**config.mk**
```make
export PLATFORM = sky130hd
export DESIGN_NAME = prog_clock_divider
export DESIGN_NICKNAME = d
export VERILOG_FILES = /design/src/rtl/prog_clock_divider.sv
export SDC_FILE = /design/constraint.sdc
export NUM_CORES = 1
export LEC_CHECK = 0
export CAP_MARGIN = 20
export CORE_ASPECT_RATIO = 0.7
export CORE_MARGIN = 2
export CORE_UTILIZATION = 50
export CTS_BUF_LIST = sky130_fd_sc_hd__clkbuf_16
export DETAILED_ROUTE_END_ITERATION = 8
export MAX_ROUTING_LAYER = met4
export PLACE_DENSITY = 0.72
export SYNTH_ARGS = -nofsm -noshare
export SYNTH_HDL_FRONTEND = slang
export SYNTH_SLANG_ARGS = --single-unit
```
**constraint.sdc**
```tcl
create_clock -name clk -period 8 [get_ports clk]
set_input_delay 0.8 -clock clk [delete_from_list [all_inputs] [get_ports clk]]
set_output_delay 0.8 -clock clk [all_outputs]
set_load 0.01 [all_outputs]
```
**src/rtl/prog_clock_divider.sv**
```systemverilog
// rtl/prog_clock_divider.sv - multi-channel programmable clock divider and tick generator
// Optional feature: define CLKDIV_SYNC_EN to add the sync_clr restart input.
// Each channel counts enabled clk edges, toggles clk_out every half cycles and
// pulses tick on each rising toggle. New divisors are staged in a one-deep
// pending slot per channel and only take effect at a half-period boundary.
module prog_clock_divider #(
  parameter int CW       = 32,
  parameter int NCH      = 2,
  parameter int DEF_HALF = 500000,
  localparam int CHW     = (NCH > 1) ? $clog2(NCH) : 1
) (
  input  logic           clk,
  input  logic           rst,
  input  logic [NCH-1:0] en,
  input  logic           ld_valid,
  output logic           ld_ready,
  input  logic [CHW-1:0] ld_ch,
  input  logic [CW-1:0]  ld_half,
  output logic [NCH-1:0] clk_out,
  output logic [NCH-1:0] tick
`ifdef CLKDIV_SYNC_EN
  ,
  input  logic           sync_clr
`endif
);

  logic [NCH-1:0][CW-1:0] cnt_q, cnt_d;
  logic [NCH-1:0][CW-1:0] half_q, half_d;
  logic [NCH-1:0][CW-1:0] pend_half_q, pend_half_d;
  logic [NCH-1:0]         pend_q, pend_d;
  logic [NCH-1:0]         clk_out_q, clk_out_d;
  logic [NCH-1:0]         tick_q, tick_d;
  logic                   ld_take;

  assign clk_out = clk_out_q;
  assign tick    = tick_q;
  assign ld_take = ld_valid & ld_ready;

  // Ready follows the addressed channel's pending slot; unknown channels always accept and drop.
  always_comb begin
    ld_ready = 1'b1;
    for (int i = 0; i < NCH; i++) begin
      if (ld_ch == CHW'(i)) ld_ready = ~pend_q[i];
    end
  end

  // Per-channel next state: restart, count/toggle with boundary apply, idle apply, then load capture.
  always_comb begin
    cnt_d       = cnt_q;
    half_d      = half_q;
    pend_half_d = pend_half_q;
    pend_d      = pend_q;
    clk_out_d   = clk_out_q;
    tick_d      = '0;
    for (int i = 0; i < NCH; i++) begin
`ifdef CLKDIV_SYNC_EN
      if (sync_clr) begin
        cnt_d[i]     = '0;
        clk_out_d[i] = 1'b0;
        if (pend_q[i]) begin
          half_d[i] = pend_half_q[i];
          pend_d[i] = 1'b0;
        end
      end else
`endif
      if (en[i]) begin
        if (cnt_q[i] == half_q[i] - CW'(1)) begin
          cnt_d[i]     = '0;
          clk_out_d[i] = ~clk_out_q[i];
          tick_d[i]    = ~clk_out_q[i];
          if (pend_q[i]) begin
            half_d[i] = pend_half_q[i];
            pend_d[i] = 1'b0;
          end
        end else begin
          cnt_d[i] = cnt_q[i] + CW'(1);
        end
      end else if (pend_q[i]) begin
        // A stopped channel has no boundary to wait for, so restart its count with the new value.
        cnt_d[i]  = '0;
        half_d[i] = pend_half_q[i];
        pend_d[i] = 1'b0;
      end
    end
    // Capture happens after apply so a load taken on a boundary waits for the next one.
    if (ld_take) begin
      for (int i = 0; i < NCH; i++) begin
        if (ld_ch == CHW'(i)) begin
          pend_d[i]      = 1'b1;
          pend_half_d[i] = (ld_half == '0) ? CW'(1) : ld_half;
        end
      end
    end
  end

  // State registers with asynchronous reset to the default divisor.
  always_ff @(posedge clk or posedge rst) begin
    if (rst) begin
      cnt_q       <= '0;
      pend_half_q <= '0;
      pend_q      <= '0;
      clk_out_q   <= '0;
      tick_q      <= '0;
      for (int i = 0; i < NCH; i++) half_q[i] <= CW'(DEF_HALF);
    end else begin
      cnt_q       <= cnt_d;
      half_q      <= half_d;
      pend_half_q <= pend_half_d;
      pend_q      <= pend_d;
      clk_out_q   <= clk_out_d;
      tick_q      <= tick_d;
    end
  end

endmodule
```
# After elaboration in Yosys (flattened, before gate mapping)

Cells that the tools add are included.

Flip-flop bits (word level): 198
Bits of input ports: 38
Output and inout port bits: 5
Word-level logic and storage cells: 56

Add/subtract/negate cells: 4
Eq/ne operators: 4
Multiplexer cells: 25
Bitwise logic cells: 6
Reduce and logical (&&, ||, !) cells: 7

Operator list:

| cell                    | count |
|---|---|
| $mux W32                | 13 |
| $add A32 B1 Y32 const B | 2 |
| $eq A32 B32 Y1          | 2 |
| $sub A32 B1 Y32 const B | 2 |
| $logic_not A32 Y1       | 1 |
| $mux W1                 | 11 |
| $reduce_and A2 Y1       | 4 |
| $not A1 Y1              | 5 |
| $ne A2 B1 Y1 const B    | 2 |
| $reduce_bool A2 Y1      | 2 |
| $mux W2                 | 1 |
| $and A1 B1 Y1           | 1 |

# Depth between registers and ports, before layout

Depth in word-level cells: 6
Gate-level depth with buffers: 14
Depth with buffers taken out: 11

# Least setup slack after synthesis

No wires, ideal clock.

Kind: reg2reg
From: register half_q[0] (netlist bit)
To: register half_q[10] (netlist bit)
Library setup time: 0.125 ns
Arrival time: 3.597 ns
Required time: 7.875 ns
Path slack: 4.278 ns
Stages on the path, launching flop included: 14
Buffers on the path: 2
Clock period less this slack: 3.722 ns
Path through: dfrtp_1 -> inv_1 -> ha_1 -> or4b_1 -> nand3b_1 -> clkbuf_1 -> a2111oi_2 -> o22ai_1 -> or4_4 -> nor4_4 -> a21oi_4 -> nor2_8 -> buf_12 -> mux2_4

Cells in the longest elaborated chain, start to end: 3

RTL lines:

| what                          | line | text |
|---|---|---|
| from (decl)                   | 28   | `logic [NCH-1:0][CW-1:0] half_q, half_d;` |
| from (signal assigned)        | 107  | `half_q <= half_d;` |
| $sub A32 B1 Y32               | 67   | `if (cnt_q[i] == half_q[i] - CW'(1)) begin` |
| $eq A32 B32 Y1                | 67   |  |
| $ne A2 B1 Y1 (no source line) | -    |  |

Every way passes these cells.
A chain may end at the register's enable or synchronous reset.

# Final worst setup path

From: register half_q[0] (netlist bit)
To: register half_q[30] (netlist bit)

Same word-level chain as after synthesis.

==> run summary <==
Area growth, synth to finish - 10.15%
Share of cells above drive strength 1 - 15.43%
Logic pwr share - 26.6%
Max Fanout on Critical Path - 32
Width of the die - 182.1 um
Synthesized Nets - 1102
Post-detailed-route DRC marker count - 0
Total length of routed met3 wires - 1577 um
Register area share after synthesis - 44.78%
Gr ovfl total - 0
Critical Path Start Type - flop
Max clock buf depth - 2
Arrival time of data at the critical path endpoint - 5.16 ns
Largest net degree at the start of global routing - 121
Setup skew after layout - 0.007766 ns
Setup TNS - 0 ns
Antenna violations before repair - 0
Hold-fix buffers at CTS - 0
Sequential cell area in the final layout - 4972 um2
Final standard cell count with taps included and fillers excluded - 1364
Final Hold Violating Endpoints - 0
Antenna-violating nets left - 0
Routed wire per std cell - 18.46 um
Total half-perimeter wirelength after legalization and detailed placement - 17820 um
Highest-delay cell along the critical path - nor2_8
Top flip-flop cell by instance count after synthesis - dfrtp_1
Pwr per Cell Area - 269.6 nW/um2
Headroom to the max-slew limit - 28.11%
Placed Cells - 1332
Aggregate routed wire length - 25180 um
Post-synthesis instance total - 1060
Leakage power total - 4.946 nW
Final period demand of the worst path - 4.834 ns
Worst min-delay path class - reg2reg
Number of cell rows - 45
Switching fraction of total power - 33.45%
EDFF count, synth - 0
Die outline area - 23440 um2
Commonest non-fill, non-tap cells in the layout - 184 x dfrtp_1, 84 x nor2_1, 67 x mux2_2, 58 x nand2_1, 56 x xnor2_1
Vias in the first global route - 7547
Element type at the critical path end - flop
Seq pwr share - 47.1%
Via density per instance - 6.040
Internal Power - 0.002195 W
Cell chosen for the clock root - clkbuf_16
Yosys reg bits - 198
Critical Path Max Stage Delay - 0.68 ns
Starting density of the core - 51.09%
Worst voltage drop across the vdd grid - 184.3 uV
Count of instances resized after the clock tree is built - 0
Relative contribution of the clock network to total power - 26.3%
Clock transition at the registers of the reported paths - 0.07 ns
Global router's overall resource usage - 22.91%
Top achievable clock speed - 0.2069 GHz
Total iterations of the first detailed-routing run - 5
Vert. Die Dim - 128.7 um
RSZ-0062 raised after global routing - no
Final Net Count - 1111
Period Utilization, post-route - 60.42%
Power dissipated by switching net loads - 0.001103 W
Multi-input gate area in the final layout - 5751 um2
Placeable core region - 21730 um2
Number of I/O pins - 43
Mean instance size in the synthesized netlist - 10.48 um2
Worst hold slack - 0.4806 ns
Clock tree from TritonCTS - yes
Pins Over Slew Limit - 0
Max capacitance violation total - 0
Met1 WL - 13080 um
Fillers - 1843
Endpoint required time on the critical path - 8.33 ns
Total setup violations reported at the end of the flow - 0
Count of inserted antenna diode cells - 0
Leading cell type in the layout, fill and taps excluded - dfrtp_1
Latest clock arrival within the worst-skew pair - 0.44 ns
Initial DRC Count - 717
H-tree Lvls - 4
Total clock sinks - 198
Port bufs - 42
Worst Tran Pin Value - 1.078 ns
GPL Wtd Cong - 0.8818
Status - completed
Crit path kind - reg2reg
Uppermost signal routing layer after detailed routing - met4
Setup fix buffers added after clock tree synthesis - 0
Synth cell types - 75
First-pass GRT wire length - 41000 um
Cell area after synthesis - 11100 um2
Vias after detailed routing - 8239
YS warnings - 0
Critical-path cell list - inv_1, ha_1, or4b_1, nand3b_1, a2111oi_2, o22ai_1, or4_4, nor4_4, a21oi_4, nor2_8, mux2_2
Async set or reset register ratio after synthesis - 100.0%
Total CTS buffers - 17
Met2 layer wire length in the routed design - 10310 um
[worst max-delay path, delay by kind of cell (launching register included)]
kind | cells | cell delay (ns)
simple gates | 5 | 2.71
compound gates | 3 | 0.89
flops | 1 | 0.41
mux | 1 | 0.41
fa+ha+maj | 1 | 0.19
buf+inv | 1 | 0.08
[per-layer routing]
| layer | up-vias | global-route usage, % |
|---|---|---|
| met5 | - | - |
| met4 | 0 | 4.791 |
| met3 | 16 | 4.982 |
| met2 | 220 | 30.31 |
| met1 | 4105 | 35.53 |
| li1 | 3898 | - |
[logic make-up (layout without fill, tap and decap cells)]
| group | Yosys count | count (layout) | synth area share (%) |
|---|---|---|---|
| buffers and inverters | 82 | 104 | 3.482 |
| XOR/XNOR | 104 | 104 | 8.203 |
| AO/OA/AOI/OAI | 151 | 151 | 9.510 |
| flip-flops | 198 | 198 | 44.78 |
| adder cells (fa/ha/maj) | 4 | 4 | 0.4507 |
| multiplexers | 131 | 131 | 14.21 |
| AND/OR/NAND/NOR | 390 | 390 | 19.37 |
[state kept, by name, indices dropped and copies added, names as in the netlist]
signal / count
clk_out: 2
cnt_q: 64
pend_q: 2
half_q: 64
pend_half_q: 64
tick: 2
[cells in the mapped netlist (7+ instances only)]
cell      number  area [um2]
and2_1         7       43.79
nand3_1       43       215.2
nand2b_1       7       43.79
nor4_1        28       175.2
inv_1         23       86.33
nand2_1       58       217.7
dfrtp_1      184        4604
or3_1         23       143.9
xnor2_1       56       490.5
mux2_2        67       754.5
nand4_1       28       175.2
mux2_1        30       337.8
a21o_1        13       97.59
clkbuf_1      42       157.7
buf_2          9       45.04
mux2_4        29       435.4
o21ai_0       30       150.1
and3_1        19       118.9
a31oi_1        8       50.05
nor2_1        84       315.3
nor3b_1        8       60.06
a21oi_1       20       100.1
dfstp_2       14       367.9
or4_1         14       105.1
nor3_1        29       145.1
xor2_1        48       420.4
o311ai_0      11       96.34
o22ai_1        9       56.30
a211oi_1       9       67.56
[stage by stage]
step,worst slack (ns),power [W],utilization [%],cell area (um2)
final,3.166,0.003298,56.28,12230
after global routing,2.940,0.003489,56.28,12230
after CTS,3.236,0.003306,56.28,12230
after detailed placement,3.261,0.002425,53.57,11640
after global placement,3.384,0.002397,53.57,11640
after floorplan,1.826,0.002193,-,11100
[path summary, 6_finish.rpt]
check                      startpoint        endpoint  slack, ns  cells past startpoint
min                        clk_out[1]         tick[1]       0.48                      1
min in group asynchronous         rst  pend_half_q[4]       0.93                      2
max in group asynchronous         rst       cnt_q[29]       5.56                      3
max reg2reg                 half_q[0]      half_q[30]       3.17                     11
min reg2reg                clk_out[1]         tick[1]       0.48                      1
max                         half_q[0]      half_q[30]       3.17                     11
[power by group through the flow]
stage / clock network (W) / registers (W) / logic (W)
floorplan: 0 / 0.00142 / 0.000777
global placement: 0 / 0.00155 / 0.000844
detailed placement: 0 / 0.00156 / 0.000864
CTS: 0.000886 / 0.00155 / 0.000872
global route: 0.000932 / 0.00160 / 0.000962
finish: 0.000869 / 0.00155 / 0.000876
[cell type report]
class,count,share of cell area [%]
Clock buffer,17,3.478
Clock inverter,15,1.340
Inverter,23,0.7672
Multi-Input combinational cell,780,47.01
Sequential cell,198,40.65
Tap cell,282,2.885
Timing Repair Buffer,49,3.867
(Power assumes the default switching activity.)
